### src/rtl/matmul_seq_ctrl.sv
// matmul_seq_ctrl: time-shared 2x2 signed 2-bit matrix multiply sequencer with valid/ready in and out.
// Optional MATMUL_SEQ_JOB_CNT_EN adds an 8-bit completed-job counter output.
module matmul_seq_ctrl #(
    parameter int OUT_W = 4
) (
    input  logic                 clk,
    input  logic                 rst_n,
    input  logic                 ena,
    input  logic                 in_valid,
    output logic                 in_ready,
    input  logic [7:0]           a_flat,
    input  logic [7:0]           b_flat,
    output logic                 out_valid,
    input  logic                 out_ready,
    output logic [4*OUT_W-1:0]   c_flat,
    output logic                 err
`ifdef MATMUL_SEQ_JOB_CNT_EN
    ,output logic [7:0]          job_cnt
`endif
);
    typedef enum logic [1:0] {IDLE, RUN, DONE} state_t;
    state_t                  state_q;
    logic [2:0]              k_q;
    logic [7:0]              a_q, b_q;
    logic [3:0][OUT_W-1:0]   c_q;
    logic                    in_ready_q, out_valid_q, err_q;
    logic                    bad_d;
    logic [1:0]              a_e, b_e;
    logic [OUT_W-1:0]        prod_d;
`ifdef MATMUL_SEQ_JOB_CNT_EN
    logic [7:0]              job_cnt_q;
    assign job_cnt = job_cnt_q;
`endif
    assign in_ready  = in_ready_q;
    assign out_valid = out_valid_q;
    assign c_flat    = c_q;
    assign err       = err_q;
    always_comb begin
        bad_d = 1'b0;
        for (int n = 0; n < 4; n++)
            bad_d = bad_d | (a_flat[2*n +: 2] == 2'b10) | (b_flat[2*n +: 2] == 2'b10);
    end
    // step k picks a[k2][k0] and b[k0][k1]; low OUT_W bits of the product are exact in two's complement
    assign a_e    = a_q[{k_q[2], k_q[0], 1'b0} +: 2];
    assign b_e    = b_q[{k_q[0], k_q[1], 1'b0} +: 2];
    assign prod_d = {{(OUT_W-2){a_e[1]}}, a_e} * {{(OUT_W-2){b_e[1]}}, b_e};
    always_ff @(posedge clk or negedge rst_n) begin
        if (!rst_n) begin
            state_q     <= IDLE;
            k_q         <= '0;
            a_q         <= '0;
            b_q         <= '0;
            c_q         <= '0;
            in_ready_q  <= 1'b1;
            out_valid_q <= 1'b0;
            err_q       <= 1'b0;
`ifdef MATMUL_SEQ_JOB_CNT_EN
            job_cnt_q   <= '0;
`endif
        end else if (ena) begin
            case (state_q)
                IDLE: if (in_valid) begin
                    a_q         <= a_flat;
                    b_q         <= b_flat;
                    c_q         <= '0;
                    k_q         <= '0;
                    err_q       <= bad_d;
                    in_ready_q  <= 1'b0;
                    out_valid_q <= bad_d;
                    state_q     <= bad_d ? DONE : RUN;
                end
                RUN: begin
                    c_q[k_q[2:1]] <= c_q[k_q[2:1]] + prod_d;
                    k_q           <= k_q + 3'd1;
                    if (k_q == 3'd7) begin
                        out_valid_q <= 1'b1;
                        state_q     <= DONE;
                    end
                end
                DONE: if (out_ready) begin
                    out_valid_q <= 1'b0;
                    in_ready_q  <= 1'b1;
                    state_q     <= IDLE;
`ifdef MATMUL_SEQ_JOB_CNT_EN
                    job_cnt_q   <= job_cnt_q + 8'd1;
`endif
                end
                default: state_q <= IDLE;
            endcase
        end
    end
endmodule

### config.mk
export PLATFORM = sky130hd
export DESIGN_NAME = matmul_seq_ctrl
export DESIGN_NICKNAME = d
export VERILOG_FILES = /design/src/rtl/matmul_seq_ctrl.sv
export SDC_FILE = /design/constraint.sdc
export NUM_CORES = 1
export LEC_CHECK = 0
export BUFFER_PORTS_ARGS = -buffer_cell sky130_fd_sc_hd__buf_2
export CORE_ASPECT_RATIO = 2
export CORE_MARGIN = 3
export CORE_UTILIZATION = 25
export CTS_CLUSTER_DIAMETER = 150
export DETAILED_ROUTE_END_ITERATION = 7
export GPL_ROUTABILITY_DRIVEN = 0
export GPL_TIMING_DRIVEN = 0
export HOLD_SLACK_MARGIN = 0.1
export PLACE_DENSITY_LB_ADDON = 0.15
export SLEW_MARGIN = 20
export SYNTH_ARGS = -nofsm -noshare
export SYNTH_HDL_FRONTEND = slang
export SYNTH_SLANG_ARGS = --single-unit
### constraint.sdc
create_clock -name clk -period 2.9 [get_ports clk]
set_input_delay 0.145 -clock clk [delete_from_list [all_inputs] [get_ports clk]]
set_output_delay 0.145 -clock clk [all_outputs]
set_load 0.01 [all_outputs]
## After elaboration in Yosys (flattened, before gate mapping)

Index checks and enable logic that the tools add are counted.

| word-level totals | value |
|---|---|
| word-level logic and storage cells | 70 |
| bits of input ports | 21 |
| output and inout bits | 19 |
| flip-flop bits (word level) | 40 |

| cells by class | value |
|---|---|
| multiply operators | 1 |
| add/subtract/negate cells | 2 |
| reduce and logical (&&, ||, !) cells | 10 |
| equality and inequality tests | 14 |
| shifts and indexed selects | 2 |
| bitwise operators | 7 |
| magnitude comparators | 2 |
| mux-type cells | 21 |

Operator list:

| cell | count |
|---|---|
| 16-bit case mux with 2 select lines | 1 |
| 2-bit equality test (second input constant) | 9 |
| 16-bit bitwise mux | 1 |
| 16-bit two-way mux | 1 |
| 8-bit by 4-bit indexed part select with 2-bit output | 2 |
| 4-bit binary-select mux with 2-bit select | 1 |
| 4-bit demux with 2-bit select | 1 |
| 2-bit two-way mux | 4 |
| 4-bit two-way mux | 2 |
| 4-bit AND reduction | 2 |
| 1-bit OR | 7 |
| 2-bit != test (second input constant) | 3 |
| 2-bit case mux with 3 select lines | 1 |
| 3-bit case mux with 2 select lines | 1 |
| 3-bit AND reduction | 2 |
| 1-bit two-way mux | 5 |
| 5-bit AND reduction | 1 |
| 4-bit adder | 1 |
| 2-bit by 2-bit multiplier with 4-bit output | 1 |
| 2-bit nonzero test | 2 |
| 3-bit by 1-bit adder with 3-bit output (second input constant) | 1 |
| 3-bit equality test (second input constant) | 1 |
| 2-bit by 3-bit < comparator with 1-bit output (second input constant) | 1 |
| 3-bit two-way mux | 1 |
| other kinds (7) | 7 |

## Depth between registers and ports, before layout

Gate-level depths: netlist (run 1).

| logic depth | value |
|---|---|
| depth in word-level cells | 11 |
| gate-level depth with buffers | 11 |
| mapped depth without buffers | 10 |

## Worst setup path before layout (run 1)

OpenSTA, ideal clock, no wires.

| timing path | value |
|---|---|
| path kind | reg2reg |
| start | register k_q[0] |
| end | register c_q, in the netlist c_flat[10] |
| period minus slack after synthesis | 2.798 ns |
| setup time | 0.066 ns |
| data arrival time | 2.732 ns |
| slack | 0.102 ns |
| stages on the path, launching flop included | 10 |
| path buffers | 0 |
| required time | 2.834 ns |
| path through | dfrtp_1 > mux4_2 > and2_1 > fa_1 > inv_1 > fa_1 > xnor2_1 > nand3_1 > o21ai_0 > a22o_1 |

| between the ends | value |
|---|---|
| longest elaborated chain between the ends | 5 |
| elaborated cells on any way between the ends | 6 |
| those cells by class | add/sub (1); mul (1); shift (2); mux (2) |

RTL lines:

| element | RTL line | RTL |
|---|---|---|
| from (decl) | 23 | `logic [2:0] k_q;` |
| from (signal assigned) | 74 | `k_q <= k_q + 3'd1;` |
| 8-bit by 4-bit indexed part select with 2-bit output (on tied branches) | 44, 45 |  |
| 2-bit by 2-bit multiplier with 4-bit output (*) | 46 | `assign prod_d = {{(OUT_W-2){a_e[1]}}, a_e} * {{(OUT_W-2){b_e[1]}}, b_e};` |
| 4-bit adder (*) | 73 | `c_q[k_q[2:1]] <= c_q[k_q[2:1]] + prod_d;` |
| 16-bit bitwise mux (*) | 73 |  |
| 16-bit case mux with 2 select lines (*) | 61 | `case (state_q)` |
| to (signal, indexed assignment) | 73 |  |
| to (decl) | 25 | `logic [3:0][OUT_W-1:0] c_q;` |

Mark *: on every way between the ends. The rest lies on a longest branch, timed or not.
A chain may end at the register's enable or synchronous reset.

## Worst setup path after layout (run 1)

| timing path | value |
|---|---|
| start | register k_q[1] |
| end | register c_q, in the netlist c_flat[10] |

| between the ends | value |
|---|---|
| longest elaborated chain between the ends | 6 |
| elaborated cells on any way between the ends | 12 |
| those cells by class | add/sub (1); mul (1); order compare (2); shift (1); mux (6); reduce/logical (1) |

RTL lines:

| element | RTL line |
|---|---|
| parallel branches: the longest is 4 deep, another holds 2-bit by 2-bit multiplier with 4-bit output | - |
| 16-bit bitwise mux (*) | 73 |
| 16-bit case mux with 2 select lines (*) | 61 |

Every way passes the cells marked *. The select of a mux whose other input is x is not followed.

==> impl_metrics.json, run 1 <==
{
  "clock_latency_ns": 0.29,
  "fin_ws_ns": 0.0884,
  "cpPeakStageDelay_ns": 0.59,
  "wl_per_cell_microns": 16.4,
  "grt_max_degree": 41,
  "final_util_pct": 32.8,
  "io_pins": 40,
  "p_per_area_nw_per_um2": 909,
  "syn_nets": 228,
  "yosysSeqAreaShare_pct": 46.8,
  "antenna_found_initial": 0,
  "grt_usage_pct": 12.9,
  "n_antenna_cell": 0,
  "min_period_over_period_pct": 97.0,
  "skew_ns": 0.00749,
  "startpoint_type": "flip-flop",
  "worst_hold_slack_ns": 0.112,
  "portBuffers": 38,
  "syn_area_sq_um": 2140,
  "num_rows": 47,
  "leakage_uw": 0.00130,
  "worstPathRequired_ns": 3.12,
  "floorplan.die_area_sq_um": 9780,
  "routed_wl_microns": 5680,
  "dpl_cell_area_sq_um": 2450,
  "clk_pin_slew_ns": 0.06,
  "syn_area_per_cell_sq_um": 11.0,
  "dpl.hpwl_microns": 4460,
  "critPathSlowestCell": "mux4_2",
  "core_sq_um": 8290,
  "finalNetCount": 280,
  "cts_max_level": 2,
  "cts_buffers": 5,
  "crit_top_cell": "ha_1",
  "relSlewSlack_pct": 38.1,
  "crit_type": "reg -> reg",
  "synth_warnings": 0,
  "seqCellArea_sq_um": 1010,
  "initial_core_util_pct": 25.8,
  "fillers": 887,
  "synth_cell_type_count": 35,
  "cts_root_buf": "clkbuf_16",
  "die_y_microns": 137,
  "syn_inst": 195,
  "cts_buffer_depth": 2,
  "drc": 0,
  "outcome": "complete, no violations",
  "drv_slew": 0,
  "crit_family": "adder cells",
  "max_cap_viol_count": 0,
  "synth_seq_cells": 40,
  "layout_common_cells": "buf_2, dfrtp_1, nand2_1",
  "ant_nets": 0,
  "final_common_cell": "buf_2",
  "critPathMaxFanout": 10,
  "setup_tns_ns": 0,
  "grt_pass1_wl_microns": 9380,
  "dr_total_vias": 1650,
  "post_drt_via_cell_ratio": 4.77,
  "endpoint_kind": "flip-flop",
  "hold_class": "in -> reg",
  "multiInputGateArea_sq_um": 1080,
  "fmax_mhz": 356,
  "die_width_microns": 71.5,
  "cts_tree": "built",
  "ir_worst_vdd_mv": 0.404,
  "drtPass1Iterations": 4,
  "grt_setup_unrepaired": "yes",
  "gr-total-overflow": 0,
  "critical_path_arrival_ns": 3.04,
  "cp_cell_sequence": "buf_4 > buf_2 > mux4_2 > ha_1 > ha_1 > xnor2_2 > nand3_2 > o21ai_1 > a22o_1",
  "drive_gt1_share_pct": 33.1,
  "min_period_ns": 2.81,
  "design_area_sq_um": 2720,
  "cts.sinks": 40,
  "setup_viol": 0,
  "finalHoldViolations": 0,
  "worst_pin_slew_ns": 0.928,
  "syn_to_final_growth_pct": 27.1,
  "worst-path-buf-inv": 2,
  "drt_iter0_drc": 68,
  "grt_pass1_vias": 1772,
  "post-place-ws_ns": -0.365
}
## stage by stage
| stage | power (uW) | instances |
|---|---|---|
| global placement | 1710 | 331 |
| floorplan | 1470 | 195 |
| detailed placement | 1730 | 331 |
| global route | 2670 | 346 |
| CTS | 2490 | 346 |
| finish | 2470 | 346 |
## sequential cells by signal (all words and copies together), names as in the netlist
name       count
err            1
c_flat        16
out_valid      1
a_q            8
state_q        2
b_q            8
in_ready       1
k_q            3
## power breakdown
group / total (uW) / internal (uW) / leakage [uW] / switching, uW
clock network: 636 / 404 / 0.0000798 / 232
registers: 821 / 723 / 0.000513 / 97.8
logic: 1020 / 500 / 0.000706 / 517
total: 2470 / 1630 / 0.00130 / 846
## final timing paths
| path | from | end | slack, ns | cells past startpoint |
|---|---|---|---|---|
| worst max-delay path | k_q[1] | c_flat[10] | 0.09 | 9 |
| worst min-delay path | b_flat[6] | b_q[6] | 0.11 | 2 |
| worst max register to register | k_q[1] | c_flat[10] | 0.09 | 9 |
| worst min register to register | a_q[3] | a_q[3] | 0.48 | 2 |
| max in group asynchronous | rst_n | k_q[0] | 1.72 | 2 |
| min in group asynchronous | rst_n | c_flat[6] | 0.53 | 2 |
## timing repair
| item | CTS | global route |
|---|---|---|
| pin swaps | 2 | 3 |
| setup buffers | 4 | 0 |
| hold endpoints to repair | 41 | 0 |
| hold buffers | 3 | 0 |
| setup endpoints to repair | 9 | 8 |
| resized for setup | 12 | 6 |
## synthesized netlist by cell type, drive strengths merged
master  instances  area (sq um)
nand3           2          10.0
o31ai           2          15.0
a21o            4          30.0
nor2            8          30.0
clkbuf          6          22.5
nand2          27           101
ha             10           125
xor2            2          17.5
o211ai          1          7.51
a31oi           1          6.26
dfrtp          39           976
nor2b           1          6.26
mux2           12           139
xnor2           2          25.0
mux4            8           188
a22o            9          78.8
a21oi           3          15.0
nor4            1          6.26
and2            2          12.5
o21ai          22           110
or2             3          18.8
dfstp           1          26.3
nand2b          2          12.5
fa              2          40.0
inv            16          60.1
buf             1          5.00
o22ai           6          37.5
a32o            2          20.0
## final cells by class
type | count | area share (%)
Clock buffer | 5 | 4.60
Clock inverter | 3 | 1.56
Tap cell | 98 | 4.50
Multi-Input combinational cell | 132 | 39.8
Timing Repair Buffer | 45 | 9.19
Inverter | 16 | 2.21
Buffer | 7 | 1.15
Sequential cell | 40 | 36.9
## per-layer routing
layer	up-vias	routed length (microns)	track usage [%]
met5	-	0	0
met4	0	142	5.86
met3	8	198	2.35
met2	35	3350	25.5
met1	814	1990	12.4
li1	793	-	-
## logic make-up (layout without fill, tap and decap cells)
logic type / Yosys count / count (layout) / share of synthesized area (%)
fa+ha+maj: 12 / 12 / 7.71
mux: 20 / 20 / 15.2
flops: 40 / 40 / 46.8
compound gates: 50 / 50 / 15.0
simple gates: 46 / 46 / 9.23
buf+inv: 23 / 76 / 4.09
xor+xnor: 4 / 4 / 1.99
No activity file was read; power rests on OpenSTA's default activity.
==> run 2, diff against run 1 <==
==> constraint.sdc (replaced) <==
create_clock -name clk -period 3.3 [get_ports clk]
set_input_delay 0.165 -clock clk [delete_from_list [all_inputs] [get_ports clk]]
set_output_delay 0.165 -clock clk [all_outputs]
set_load 0.01 [all_outputs]
==> impl_metrics.json, run 2 (synthesis gave the netlist of run 1 again) <==
{
  "outcome": "complete, no violations",
  "drv_slew": 0,
  "hold_depth": 2,
  "portBuffers": 38,
  "die_y_microns": 137,
  "seqCellArea_sq_um": 1000,
  "initial_core_util_pct": 25.8,
  "cts_tree": "built",
  "drtPass1Iterations": 4,
  "grt_pass1_vias": 1740,
  "setup_tns_ns": 0,
  "min_period_ns": 3.08,
  "grt_setup_unrepaired": "no",
  "largest_reg_flops": 16,
  "final_common_cell": "buf_2",
  "min_period_over_period_pct": 93.2,
  "gr-total-overflow": 0,
  "grt_usage_pct": 12.8,
  "dpl.hpwl_microns": 4460,
  "cts_root_buf": "clkbuf_16",
  "worst_r2r_endpoint": "c_flat[6]",
  "r2r_slack_ns": 0.22,
  "fillers": 889,
  "leakage_uw": 0.00128,
  "finalNetCount": 276,
  "wl_per_cell_microns": 16.4,
  "cts_buffer_depth": 2,
  "post_drt_via_cell_ratio": 4.77,
  "relSlewSlack_pct": 44.5,
  "critPathMaxFanout": 7,
  "ant_nets": 0,
  "ir_worst_vdd_mv": 0.339,
  "finalHoldViolations": 0,
  "syn_to_final_growth_pct": 25.2,
  "die_width_microns": 71.5,
  "cts_buffers": 5,
  "p_per_area_nw_per_um2": 777,
  "grt_pass1_wl_microns": 9290,
  "layout_common_cells": "buf_2, dfrtp_1, nand2_1",
  "core_sq_um": 8290,
  "startpoint": "k_q[0]",
  "crit_type": "reg -> reg",
  "multiInputGateArea_sq_um": 1060,
  "dr_total_vias": 1631,
  "cts_max_level": 2,
  "endpoint": "c_flat[6]",
  "fmax_mhz": 325,
  "cts.sinks": 40,
  "reg2reg_depth": 9,
  "post-place-ws_ns": 0.0350,
  "floorplan.die_area_sq_um": 9780,
  "worst_hold_slack_ns": 0.111,
  "max_cap_viol_count": 0,
  "setup_viol": 0,
  "endpoint_kind": "flip-flop",
  "worstPathRequired_ns": 3.52,
  "startpoint_type": "flip-flop",
  "clk_pin_slew_ns": 0.06,
  "num_rows": 47,
  "clock_latency_ns": 0.29,
  "fin_ws_ns": 0.224,
  "skew_ns": 0.00722,
  "drive_gt1_share_pct": 28.7,
  "post_cts_buffers": 0,
  "io_pins": 40,
  "drt_iter0_drc": 60,
  "antenna_found_initial": 0,
  "worst_pin_slew_ns": 0.824,
  "drc": 0,
  "n_antenna_cell": 0,
  "hold_class": "in -> reg",
  "critical_path_arrival_ns": 3.30,
  "routed_wl_microns": 5620,
  "grt_max_degree": 41,
  "r2r-start": "k_q[0]"
}
-- run 2: cell types whose count changed in the layout (fill, tap and decap cells not counted), sizes merged --
| cell | before | now |
|---|---|---|
| buf | 44 | 40 |
| dlygate4sd3 | 3 | 2 |
| clkbuf | 10 | 11 |
-- run 2: what timing repair did --
item                                   CTS  global route
resized for setup                        0             5
hold buffers                             2             0
setup endpoints to repair                0             8
endpoints found under the hold margin   40             0
-- run 2: worst max-delay path, cell delays in order, from the launching register on --
cell and delay, ns:
dfrtp_2 0.46, mux4_2 0.56, and2_1 0.19, fa_1 0.54
inv_1 0.07, fa_1 0.46, xnor2_2 0.22, nand3_1 0.17
o21ai_0 0.21, a22o_1 0.15
-- run 2: routing by layer --
layer,track usage [%],part of all wire (%),wire [microns]
met5,0,0,0
met2,25.0,59,3310
met4,5.86,2.5,142
met3,2.35,3.5,198
met1,12.5,35,1970
-- run 2: through the flow --
step,util [%],cell area (sq um),instances,power [uW]
3_3_place_gp,29.6,2450,331,1510
2_1_floorplan,-,2140,195,1290
5_1_grt,32.3,2680,342,2250
4_1_cts,31.9,2640,341,2090
3_5_place_dp,29.6,2450,331,1520
6_report,32.3,2680,342,2080
-- run 2: final cells by class --
cell class	instances	share of cell area, %
clock inverter	3	1.59
sequential	40	37.5
tap	98	4.57
inverter	16	2.24
clock buffer	5	4.67
timing repair buffer	41	8.87
buffer	7	1.07
multi-input combinational	132	39.5
-- run 2: worst min-delay path by stage --
| stage | from | end | slack (ns) |
|---|---|---|---|
| 2_1_floorplan | rst_n | a_q[0] | -0.13 |
| 3_3_place_gp | rst_n | c_flat[2] | 0.37 |
| 3_5_place_dp | rst_n | c_flat[6] | 0.37 |
| 4_1_cts | b_flat[4] | b_q[4] | 0.10 |
| 5_1_grt | b_flat[4] | b_q[4] | 0.10 |
| 6_report | b_flat[4] | b_q[4] | 0.11 |
-- run 2: power by group --
| part | total [uW] | switching (uW) | leakage (uW) | internal (uW) |
|---|---|---|---|---|
| logic | 795 | 408 | 0.000689 | 387 |
| registers | 729 | 93.0 | 0.000515 | 636 |
| clock network | 558 | 203 | 0.0000798 | 355 |
| total | 2080 | 705 | 0.00128 | 1380 |
==> run 3, diff against run 2 <==
--- a/config.mk
+++ b/config.mk
@@ -7,8 +7,8 @@
 export LEC_CHECK = 0
 export BUFFER_PORTS_ARGS = -buffer_cell sky130_fd_sc_hd__buf_2
 export CORE_ASPECT_RATIO = 2
-export CORE_MARGIN = 3
 export CORE_UTILIZATION = 25
+export CTS_BUF_LIST = sky130_fd_sc_hd__clkbuf_8
 export CTS_CLUSTER_DIAMETER = 150
 export DETAILED_ROUTE_END_ITERATION = 7
 export GPL_ROUTABILITY_DRIVEN = 0
==> impl_metrics.json, run 3 (synthesis gave the netlist of run 1 again) <==
{
  "die_width_microns": 67.5,
  "multiInputGateArea_sq_um": 1050,
  "cpPeakStageDelay_ns": 0.57,
  "drv_slew": 0,
  "endpoint_kind": "flip-flop",
  "post_cts_buffers": 0,
  "finalNonFillerCells": 342,
  "place_inst": 331,
  "min_period_ns": 3.09,
  "num_rows": 47,
  "syn_to_final_growth_pct": 22.0,
  "worst-path-buf-inv": 1,
  "drtPass1Iterations": 4,
  "grt_pass1_vias": 1663,
  "worstPathRequired_ns": 3.54,
  "grt_max_degree": 41,
  "n_antenna_cell": 0,
  "portBuffers": 38,
  "critPathMaxFanout": 5,
  "leakage_uw": 0.00125,
  "dpl_cell_area_sq_um": 2450,
  "gr-total-overflow": 0,
  "layout_common_cells": "buf_2, dfrtp_1, nand2_1",
  "min_period_over_period_pct": 93.6,
  "seqCellArea_sq_um": 1000,
  "cts_max_level": 2,
  "p_per_area_nw_per_um2": 747,
  "finalNetCount": 276,
  "cts.sinks": 40,
  "dpl.hpwl_microns": 4230,
  "initial_core_util_pct": 25.8,
  "startpoint_type": "flip-flop",
  "hold_class": "in -> reg",
  "critical_path_arrival_ns": 3.33,
  "relSlewSlack_pct": 37.1,
  "final_common_cell": "buf_2",
  "r2r-start": "k_q[1]",
  "grt_pass1_wl_microns": 9000,
  "setup_tns_ns": 0,
  "cts_buffer_depth": 2,
  "post_drt_via_cell_ratio": 4.70,
  "hold_start": "a_flat[2]",
  "antenna_found_initial": 0,
  "design_area_sq_um": 2610,
  "routed_wl_microns": 5380,
  "crit_top_cell": "fa_1",
  "crit_type": "reg -> reg",
  "wl_per_cell_microns": 15.7,
  "skew_ns": 0.0114,
  "crit_family": "adder cells",
  "setup_viol": 0,
  "ant_nets": 0,
  "cp_cell_sequence": "mux4_2 > and2_1 > fa_1 > inv_1 > fa_1 > xnor2_1 > nand3_1 > o21ai_0 > a22o_1",
  "ir_worst_vdd_mv": 0.264,
  "post-place-ws_ns": 0.0942,
  "dr_total_vias": 1608,
  "drt_iter0_drc": 75,
  "fmax_mhz": 324,
  "drc": 0,
  "startpoint": "k_q[1]",
  "io_pins": 40,
  "fin_ws_ns": 0.212,
  "cts_root_buf": "clkbuf_8",
  "core_sq_um": 8290,
  "power_uw": 1950,
  "clk_pin_slew_ns": 0.09,
  "finalHoldViolations": 0,
  "outcome": "complete, no violations",
  "drive_gt1_share_pct": 27.5,
  "clock_latency_ns": 0.30,
  "fillers": 858,
  "worst_pin_slew_ns": 0.943,
  "largest_reg_flops": 16,
  "grt_setup_unrepaired": "no",
  "cts_buffers": 5,
  "grt_usage_pct": 13.9,
  "die_y_microns": 133,
  "critPathSlowestCell": "mux4_2",
  "floorplan.die_area_sq_um": 8970,
  "max_cap_viol_count": 0,
  "cts_tree": "built"
}
## run 3: changes by cell type in the layout (fill, tap and decap cells not counted), sizes merged
cell         before  now
dlygate4sd3       2    3
clkinvlp          1    0
clkinv            1    0
clkbuf           11   13
buf              40   39
## run 3: what timing repair did
item                                    CTS  global route
hold buffers                              3             0
endpoints found under the hold margin    41             0
endpoints found under the setup margin    0             6
gates resized for setup                   0             3
## run 3: metal layers
metal	GRT usage, %	wire length [microns]	vias to the layer above
met1	14.1	1960	778
met4	5.32	100	0
met5	0	0	-
li1	-	-	789
met2	26.2	3140	35
met3	2.67	183	6
## run 3: through the flow
step | utilization [%] | hold WS (ns)
3_5_place_dp | 29.6 | 0.364
3_3_place_gp | 29.6 | 0.367
4_1_cts | 31.5 | 0.103
6_report | 31.5 | 0.116
5_1_grt | 31.5 | 0.109
2_1_floorplan | - | -0.131
## run 3: final cells by class
type,instances,share of cell area [%]
multi-input combinational,132,40.3
sequential,40,38.4
timing repair buffer,41,8.43
tap,98,4.69
clock buffer,7,3.69
inverter,16,2.30
clock inverter,1,1.15
buffer,7,1.10
## run 3: final timing paths
check,end,slack (ns),cells past startpoint
min in group asynchronous,out_valid,0.53,2
hold / removal,a_q[2],0.12,2
setup / recovery,c_flat[10],0.21,9
setup reg to reg,c_flat[10],0.21,9
hold reg to reg,out_valid,0.48,1
max in group asynchronous,k_q[0],2.12,2
## run 3: power by group
group / switching [uW] / internal [uW] / leakage, uW
Sequential: 91.5 / 634 / 0.000516
Clock: 186 / 267 / 0.0000645
Combinational: 403 / 370 / 0.000674
Total: 680 / 1270 / 0.00125
